--- src/rtl/sha2_pkg.sv ---
// Shared types, constants and round functions for the SHA-256/224 core.
package sha2_pkg;

    typedef enum logic [2:0] {IDLE, WAIT, HASH, UPDATE, DONE} state_t;
    typedef enum logic {SHA256, SHA224} mode_t;

    typedef struct packed {
        logic [31:0] a;
        logic [31:0] b;
        logic [31:0] c;
        logic [31:0] d;
        logic [31:0] e;
        logic [31:0] f;
        logic [31:0] g;
        logic [31:0] h;
    } work_t;

    localparam logic [31:0] K [64] = '{
        32'h428a2f98, 32'h71374491, 32'hb5c0fbcf, 32'he9b5dba5,
        32'h3956c25b, 32'h59f111f1, 32'h923f82a4, 32'hab1c5ed5,
        32'hd807aa98, 32'h12835b01, 32'h243185be, 32'h550c7dc3,
        32'h72be5d74, 32'h80deb1fe, 32'h9bdc06a7, 32'hc19bf174,
        32'he49b69c1, 32'hefbe4786, 32'h0fc19dc6, 32'h240ca1cc,
        32'h2de92c6f, 32'h4a7484aa, 32'h5cb0a9dc, 32'h76f988da,
        32'h983e5152, 32'ha831c66d, 32'hb00327c8, 32'hbf597fc7,
        32'hc6e00bf3, 32'hd5a79147, 32'h06ca6351, 32'h14292967,
        32'h27b70a85, 32'h2e1b2138, 32'h4d2c6dfc, 32'h53380d13,
        32'h650a7354, 32'h766a0abb, 32'h81c2c92e, 32'h92722c85,
        32'ha2bfe8a1, 32'ha81a664b, 32'hc24b8b70, 32'hc76c51a3,
        32'hd192e819, 32'hd6990624, 32'hf40e3585, 32'h106aa070,
        32'h19a4c116, 32'h1e376c08, 32'h2748774c, 32'h34b0bcb5,
        32'h391c0cb3, 32'h4ed8aa4a, 32'h5b9cca4f, 32'h682e6ff3,
        32'h748f82ee, 32'h78a5636f, 32'h84c87814, 32'h8cc70208,
        32'h90befffa, 32'ha4506ceb, 32'hbef9a3f7, 32'hc67178f2
    };

    localparam logic [31:0] IV256 [8] = '{
        32'h6a09e667, 32'hbb67ae85, 32'h3c6ef372, 32'ha54ff53a,
        32'h510e527f, 32'h9b05688c, 32'h1f83d9ab, 32'h5be0cd19
    };

    localparam logic [31:0] IV224 [8] = '{
        32'hc1059ed8, 32'h367cd507, 32'h3070dd17, 32'hf70e5939,
        32'hffc00b31, 32'h68581511, 32'h64f98fa7, 32'hbefa4fa4
    };

    function automatic logic [31:0] rotr(logic [31:0] x, int n);
        return (x >> n) | (x << (32 - n));
    endfunction

    function automatic logic [31:0] ch(logic [31:0] x, logic [31:0] y,
                                       logic [31:0] z);
        return (x & y) ^ (~x & z);
    endfunction

    function automatic logic [31:0] maj(logic [31:0] x, logic [31:0] y,
                                        logic [31:0] z);
        return (x & y) ^ (x & z) ^ (y & z);
    endfunction

    function automatic logic [31:0] bsig0(logic [31:0] x);
        return rotr(x, 2) ^ rotr(x, 13) ^ rotr(x, 22);
    endfunction

    function automatic logic [31:0] bsig1(logic [31:0] x);
        return rotr(x, 6) ^ rotr(x, 11) ^ rotr(x, 25);
    endfunction

    function automatic logic [31:0] ssig0(logic [31:0] x);
        return rotr(x, 7) ^ rotr(x, 18) ^ (x >> 3);
    endfunction

    function automatic logic [31:0] ssig1(logic [31:0] x);
        return rotr(x, 17) ^ rotr(x, 19) ^ (x >> 10);
    endfunction

    function automatic work_t iv_of(mode_t m);
        logic [255:0] v;
        v = '0;
        for (int i = 0; i < 8; i++) begin
            v[255-32*i -: 32] = (m == SHA224) ? IV224[i] : IV256[i];
        end
        return work_t'(v);
    endfunction

    // Word-wise mod 2^32 sum; no carry crosses word boundaries.
    function automatic work_t add_work(work_t x, work_t y);
        logic [255:0] px;
        logic [255:0] py;
        logic [255:0] r;
        px = x;
        py = y;
        r  = '0;
        for (int i = 0; i < 8; i++) begin
            r[255-32*i -: 32] = px[255-32*i -: 32] + py[255-32*i -: 32];
        end
        return work_t'(r);
    endfunction

endpackage

--- src/rtl/sha2_round.sv ---
// One combinational SHA-2/256 compression round.
module sha2_round
    import sha2_pkg::*;
(
    input  work_t       cur,
    input  logic [31:0] kt,
    input  logic [31:0] wt,
    output work_t       nxt
);

    logic [31:0] t1;
    logic [31:0] t2;

    assign t1 = cur.h + bsig1(cur.e) + ch(cur.e, cur.f, cur.g) + kt + wt;
    assign t2 = bsig0(cur.a) + maj(cur.a, cur.b, cur.c);

    assign nxt = '{
        a: t1 + t2,
        b: cur.a,
        c: cur.b,
        d: cur.c,
        e: cur.d + t1,
        f: cur.e,
        g: cur.f,
        h: cur.g
    };

endmodule

--- src/rtl/sha2_core.sv ---
// SHA-256/224 block engine with valid/ready block input and
// a configurable number of compression rounds per clock.
module sha2_core
    import sha2_pkg::*;
#(
    parameter int BlockWidth     = 512,
    parameter int DigestWidth    = 256,
    parameter int RoundsPerCycle = 1
) (
    input  logic                   clk_i,
    input  logic                   rst_ni,
    input  logic [BlockWidth-1:0]  block_i,
    input  logic                   block_valid_i,
    output logic                   block_ready_o,
    input  logic                   last_i,
    input  logic                   mode_i,
    input  logic                   abort_i,
    output logic                   busy_o,
    output logic [DigestWidth-1:0] digest_o,
    output logic                   digest_valid_o
);

    if (BlockWidth != 512) begin : g_bad_block
        $error("sha2_core: BlockWidth must be 512");
    end
    if (DigestWidth != 256) begin : g_bad_digest
        $error("sha2_core: DigestWidth must be 256");
    end
    if (RoundsPerCycle != 1 && RoundsPerCycle != 2 &&
        RoundsPerCycle != 4) begin : g_bad_rounds
        $error("sha2_core: RoundsPerCycle must be 1, 2 or 4");
    end

    state_t                 state;
    mode_t                  mode;
    work_t                  hs;
    work_t                  ws;
    logic [31:0]            win [16];
    logic [6:0]             cnt;
    logic                   last;
    logic                   ready;
    logic                   busy;
    logic                   dvalid;
    logic [DigestWidth-1:0] digest;

    logic                   accept;
    logic [6:0]             cnt_nxt;
    logic [31:0]            blk_w [16];
    logic [31:0]            win_nxt [16];
    logic [31:0]            wt [RoundsPerCycle];
    logic [31:0]            kt [RoundsPerCycle];
    work_t                  rin [RoundsPerCycle];
    work_t                  rout [RoundsPerCycle];
    work_t                  h_sum;
    logic [255:0]           dig_nxt;

    assign accept  = block_valid_i & ready;
    assign cnt_nxt = cnt + 7'(RoundsPerCycle);
    assign h_sum   = add_work(hs, ws);
    assign dig_nxt = (mode == SHA224) ? {h_sum[255:32], 32'h0} : h_sum;

    always_comb begin
        for (int i = 0; i < 16; i++) begin
            blk_w[i] = block_i[BlockWidth-1-32*i -: 32];
        end
    end

    // Rolling schedule: slot 0 is always W[t]; each round appends W[t+16].
    always_comb begin
        logic [31:0] w [16];
        logic [31:0] s;
        w = win;
        s = '0;
        for (int r = 0; r < RoundsPerCycle; r++) begin
            wt[r] = w[0];
            s = ssig1(w[14]) + w[9] + ssig0(w[1]) + w[0];
            for (int i = 0; i < 15; i++) begin
                w[i] = w[i+1];
            end
            w[15] = s;
        end
        win_nxt = w;
    end

    for (genvar r = 0; r < RoundsPerCycle; r++) begin : g_rnd
        logic [5:0] t;
        assign t     = cnt[5:0] + 6'(r);
        assign kt[r] = K[t];
        if (r == 0) begin : g_head
            assign rin[r] = ws;
        end else begin : g_link
            assign rin[r] = rout[r-1];
        end
        sha2_round u_round (
            .cur (rin[r]),
            .kt  (kt[r]),
            .wt  (wt[r]),
            .nxt (rout[r])
        );
    end

    always_ff @(posedge clk_i or negedge rst_ni) begin
        if (!rst_ni) begin
            state  <= IDLE;
            mode   <= SHA256;
            hs     <= iv_of(SHA256);
            ws     <= '0;
            win    <= '{default: '0};
            cnt    <= '0;
            last   <= 1'b0;
            ready  <= 1'b1;
            busy   <= 1'b0;
            dvalid <= 1'b0;
            digest <= '0;
        end else if (abort_i) begin
            state  <= IDLE;
            mode   <= SHA256;
            hs     <= iv_of(SHA256);
            ready  <= 1'b1;
            busy   <= 1'b0;
            dvalid <= 1'b0;
            digest <= '0;
        end else begin
            unique case (state)
                IDLE, DONE: begin
                    if (accept) begin
                        mode   <= mode_t'(mode_i);
                        hs     <= iv_of(mode_t'(mode_i));
                        ws     <= iv_of(mode_t'(mode_i));
                        win    <= blk_w;
                        last   <= last_i;
                        cnt    <= '0;
                        state  <= HASH;
                        ready  <= 1'b0;
                        busy   <= 1'b1;
                        dvalid <= 1'b0;
                    end
                end
                WAIT: begin
                    if (accept) begin
                        ws    <= hs;
                        win   <= blk_w;
                        last  <= last_i;
                        cnt   <= '0;
                        state <= HASH;
                        ready <= 1'b0;
                        busy  <= 1'b1;
                    end
                end
                HASH: begin
                    ws  <= rout[RoundsPerCycle-1];
                    win <= win_nxt;
                    cnt <= cnt_nxt;
                    if (cnt_nxt == 7'd64) begin
                        state <= UPDATE;
                    end
                end
                UPDATE: begin
                    hs    <= h_sum;
                    ready <= 1'b1;
                    busy  <= 1'b0;
                    if (last) begin
                        state  <= DONE;
                        dvalid <= 1'b1;
                        digest <= dig_nxt;
                    end else begin
                        state <= WAIT;
                    end
                end
                default: begin
                    state <= IDLE;
                    ready <= 1'b1;
                    busy  <= 1'b0;
                end
            endcase
        end
    end

    assign block_ready_o  = ready;
    assign busy_o         = busy;
    assign digest_o       = digest;
    assign digest_valid_o = dvalid;

endmodule

--- config.mk ---
export PLATFORM = sky130hd
export DESIGN_NAME = sha2_core
export DESIGN_NICKNAME = d
export VERILOG_FILES = /design/src/rtl/sha2_pkg.sv /design/src/rtl/sha2_round.sv /design/src/rtl/sha2_core.sv
export SDC_FILE = /design/constraint.sdc
export NUM_CORES = 2
export LEC_CHECK = 0
export ABC_AREA = 1
export BUFFER_PORTS_ARGS = -buffer_cell sky130_fd_sc_hd__buf_2
export CORE_UTILIZATION = 60
export CTS_BUF_LIST = sky130_fd_sc_hd__clkbuf_4 sky130_fd_sc_hd__clkbuf_8
export CTS_CLUSTER_DIAMETER = 30
export DETAILED_ROUTE_END_ITERATION = 10
export GPL_TIMING_DRIVEN = 0
export PLACE_DENSITY = 0.79
export SKIP_CTS_REPAIR_TIMING = 1
export SLEW_MARGIN = 20
export SYNTH_ARGS = -nofsm -noshare
export SYNTH_HDL_FRONTEND = slang
export SYNTH_SLANG_ARGS = --single-unit
--- constraint.sdc ---
create_clock -name clk_i -period 6.7 [get_ports clk_i]
set_input_delay 0 -clock clk_i [delete_from_list [all_inputs] [get_ports clk_i]]
set_output_delay 0 -clock clk_i [all_outputs]
set_load 0.02 [all_outputs]
==> metrics.md, run 1 <==
| Metric | Value |
|---|---|
| EDFF count, synth | `0` |
| Synthesized area per cell | `7.65 um2` |
| Stopping stage | `global routing (5_1_grt)` |
| Synth unique cells | `56` |
| Num ports | `777` |
| H-tree levels | `5` |
| Sum of net half-perimeters after detailed placement | `347000 um` |
| Gpl congestion | `1.22` |
| Remaining Overflow, GRT | `2427` |
| First error | `[ERROR GRT-0232] Routing congestion too high. Check the congestion heatmap in the GUI.` |
| GRT Total Usage | `0.901` |
| Starting density of the core | `0.607` |
| Share of the synthesized area in the top cell type | `0.332` |
| Yosys top cell by area | `dfrtp_1` |
| CTS sink cnt | `1295` |
| Post-GRT worst EP | `rin[251]$_DFFE_PN0P_/D` |
| Fraction of the yosys area taken by sequential cells | `0.373` |
| Horizontal die dimension | `384 um` |
| Most instantiated library cell after synthesis | `nand2_1` |
| Dominant synthesized flop cell | `dfrtp_1` |
| Number of CTS-inserted buffers | `306` |
| Post-Syn Nets | `12500` |
| Post-Synthesis Cell Area | `87400 um2` |
| Result of the run | `stopped before the end` |
| Number of instances in the synthesized netlist | `11400` |
| Maximum number of pins on one net before global-route repair | `142` |
| Die height | `384 um` |
| Number of warning messages in the yosys log | `0` |
| Most area-consuming cells after synthesis | `dfrtp_1, nand2_1, inv_1` |
| Root Buffer Master | `clkbuf_8` |
| Quantity of I/O buffers inserted on ports | `775` |
| Flip-flop and latch count after synthesis | `1295` |
| DP Cell Count | `14100` |
| Async set-or-reset flop fraction in the synthesized netlist | `1.00` |
| Pin category terminating the worst setup path after the last repair | `register data pin` |
| Ranking of synthesized cells by instance count | `nand2_1, inv_1, dfrtp_1` |
| Clk buf depth | `4` |
| # rows | `139` |
==> cell families after synthesis <==
family / Yosys count / share of synthesized area
AND/OR/NAND/NOR: 3870 / 0.179
buffers and inverters: 2171 / 0.0951
flip-flops: 1295 / 0.373
adder cells (fa/ha/maj): 594 / 0.102
XOR/XNOR: 403 / 0.0404
AO/OA/AOI/OAI: 3086 / 0.211
==> per-layer routing <==
layer	track usage	overflow
met5	0.603	22
met4	0.908	637
met3	0.805	190
met2	1.00	1286
met1	0.898	292
==> per-stage QoR <==
step	cell area [um2]	util	hold slack (ns)	setup WS, ns
after floorplan	87400	-	-0.296	0.629
after global placement	93700	0.650	0.231	-21.92
after detailed placement	94200	0.654	0.0265	-2.32
after CTS	101000	0.702	-1.05	-2.31
==> run 2: changes to the inputs <==
--- a/config.mk
+++ b/config.mk
@@ -7,12 +7,10 @@
 export LEC_CHECK = 0
 export ABC_AREA = 1
 export BUFFER_PORTS_ARGS = -buffer_cell sky130_fd_sc_hd__buf_2
-export CORE_UTILIZATION = 60
-export CTS_BUF_LIST = sky130_fd_sc_hd__clkbuf_4 sky130_fd_sc_hd__clkbuf_8
-export CTS_CLUSTER_DIAMETER = 30
+export CORE_UTILIZATION = 40
 export DETAILED_ROUTE_END_ITERATION = 10
 export GPL_TIMING_DRIVEN = 0
-export PLACE_DENSITY = 0.79
+export PLACE_DENSITY_LB_ADDON = 0.15
 export SKIP_CTS_REPAIR_TIMING = 1
 export SLEW_MARGIN = 20
 export SYNTH_ARGS = -nofsm -noshare
==> metrics.md, run 2 <==
| Metric | Value |
|---|---|
| Async set-or-reset flop fraction in the synthesized netlist | `1.00` |
| Clk buf depth | `3` |
| Pre-CTS setup slack | `-2.66 ns` |
| Vias after detailed routing | `96400` |
| Flop2flop setup slack | `-0.02 ns` |
| Clock period minus final worst setup slack | `6.72 ns` |
| Synthesized area per cell | `7.65 um2` |
| Starting density of the core | `0.403` |
| Number of antenna violations at the first check in global routing | `80` |
| Share of layout cells above drive strength 1 | `0.147` |
| Max-Slew Margin vs Limit | `0.0901` |
| Synth unique cells | `56` |
| Startpoint of the lowest-slack hold path | `block_i[334]` |
| Result of the run | `finished with violations` |
| Hold-critical path endpoint | `win[334]$_DFFE_PN0P_` |
| Count of max-cap constraint violations | `0` |
| EDFF count, synth | `0` |
| Post-Syn Nets | `12500` |
| Most common library cell in the layout ignoring fill and taps | `nand2_1` |
| Largest reg by FF count | `win` |
| Flip-flop and latch count after synthesis | `1295` |
| Placed instance area | `95900 um2` |
| Sum of net half-perimeters after detailed placement | `410000 um` |
| Fin. Hold Viols | `32` |
| Area of the core | `217000 um2` |
| Num ports | `777` |
| Clock-pin slew reported for the worst setup and hold paths after clock tree synthesis | `0.06 ns` |
| Detail Route Antenna Nets | `0` |
| Fraction of the yosys area taken by sequential cells | `0.373` |
| Clock Latency Late Sink | `0.88 ns` |
| GRT Total Usage | `0.448` |
| Via density per instance | `5.98` |
| Worst Path Required | `7.42 ns` |
| # setup viols final | `1` |
| Slack of the critical path | `-0.0214 ns` |
| Post-DR wirelength/cell | `32.1 um` |
| Post-Synthesis Cell Area | `87400 um2` |
| Area added between synthesis and finish | `26.6%` |
| Transition time of the tightest slew-check pin | `1.36 ns` |
| Highest-delay cell along the critical path | `o21ai_0` |
| Commonest non-fill, non-tap cells in the layout | `nand2_1, inv_1, dfrtp_1, o21ai_0, buf_2` |
| Number of cells traversed by the worst hold path | `4` |
| Max reg flops | `480` |
| Number of warning messages in the yosys log | `0` |
| Pre-Repair DR Iteration Count | `7` |
| Final worst hold slack | `-0.0386 ns` |
| Yosys top cell by area | `dfrtp_1` |
| Most area-consuming cells after synthesis | `dfrtp_1, nand2_1, inv_1` |
| Combined buffer and inverter count along the critical path | `4` |
| Biggest fanout along the worst timing path | `7` |
| CTS tree | `built` |
| Maximum number of pins on one net before global-route repair | `136` |
| Layout Skew | `0.0414 ns` |
| Crit-path most repeated cell | `nand2_1` |
| Total Die Area | `220000 um2` |
| DRT Wirelength | `517000 um` |
| DRT iter0 DRCs | `12400` |
| Die height | `469 um` |
| Dominant synthesized flop cell | `dfrtp_1` |
| Horizontal die dimension | `469 um` |
| RSZ-0062 raised after global routing | `true` |
| Violations in the final reports | `negative hold slack, negative setup slack` |
| Worst-case reg-to-reg path depth | `28` |
| Number of global-route vias before repair | `88400` |
| Stage delay of the slowest cell on the critical path | `1.00 ns` |
| Gpl congestion | `1.09` |
| Number of CTS-inserted buffers | `155` |
| Startpoint class of the critical path | `flop` |
| H-tree levels | `4` |
| Arrival time of the worst setup path | `7.44 ns` |
| Wire length of the first global-routing pass | `691000 um` |
| Worst R2R End | `rin[255]$_DFFE_PN0P_` |
| Number of max-slew violations in the final report | `0` |
| Share of the synthesized area in the top cell type | `0.332` |
| Most instantiated library cell after synthesis | `nand2_1` |
| Root Buffer Master | `clkbuf_16` |
| Ranking of synthesized cells by instance count | `nand2_1, inv_1, dfrtp_1` |
| Finished Cell Area | `111000 um2` |
| Worst min-delay path class | `in2reg` |
| # rows | `171` |
| Number of instances in the synthesized netlist | `11400` |
| Quantity of I/O buffers inserted on ports | `775` |
| Kind of end point of the critical path | `flop` |
| Startpoint of the worst-slack reg-to-reg timing path | `rin[116]$_DFFE_PN0P_` |
| Fmax | `149 MHz` |
| Cell class contributing the biggest share of worst-path delay | `adder cells` |
| Post-route DRC violation count | `0` |
| Nets | `14200` |
| Fin crit share | `1.00` |
| Remaining Overflow, GRT | `0` |
| CTS sink cnt | `1295` |
| Critical path start-end classification | `reg2reg` |
## run 2: worst max path at each step
stage | startpoint | end | slack [ns] | depth (start not counted)
floorplan | cnt[2]$_DFFE_PN0P_ | rin[253]$_DFFE_PN0P_ | 0.63 | 35
global placement | rst_ni | digest_o[86]$_DFFE_PN0P_ | -24.01 | 1
detailed placement | cnt[2]$_DFFE_PN0P_ | rin[255]$_DFFE_PN0P_ | -2.66 | 36
CTS | cnt[2]$_DFFE_PN0P_ | rin[255]$_DFFE_PN0P_ | -2.72 | 36
global route | cnt[0]$_DFFE_PN0P_ | rin[255]$_DFFE_PN0P_ | -0.17 | 37
finish | rin[116]$_DFFE_PN0P_ | rin[255]$_DFFE_PN0P_ | -0.02 | 28
## run 2: per-layer routing
metal	track usage	wire (um)
met5	0	277
met2	0.669	220000
met3	0.117	54600
met1	0.562	197000
met4	0.317	45700
## run 2: cells by family after synthesis
group	share of synthesized area
and+or+nand+nor	0.179
xor gates and xnor gates	0.0404
adders and majority gates	0.102
DFF	0.373
buffers and inverters	0.0951
AOI/OAI and AO/OA	0.211
## run 2: per-stage QoR
stage                util  setup TNS (ns)  hold slack, ns  cells
global placement    0.437               -           0.265  15000
global route        0.509          -0.711         -0.0109  16100
CTS                 0.466          -88.71          -0.965  15400
detailed placement  0.442          -85.69         -0.0503  15100
floorplan               -               0          -0.296  11400
finish              0.510         -0.0214         -0.0386  16100
## run 2: layout make-up
class	instances	area, um2
Fill cell	21100	107000
Multi-Input combinational cell	7953	48600
Sequential cell	1295	32600
Timing Repair Buffer	1517	11800
Inverter	1604	6060
Clock buffer	217	4350
Tap cell	2854	3570
Buffer	562	2550
Clock inverter	66	941
Antenna cell	55	138
## run 2: worst min-delay path, cell delays in order
cell,delay [ns]
dlygate4sd3_1,0.53
buf_2,0.10
o211ai_1,0.09
o21ai_1,0.08
Power of run 2 is not shown: default switching activity piles up to over one toggle a cycle in this logic, so the estimate is an artifact.
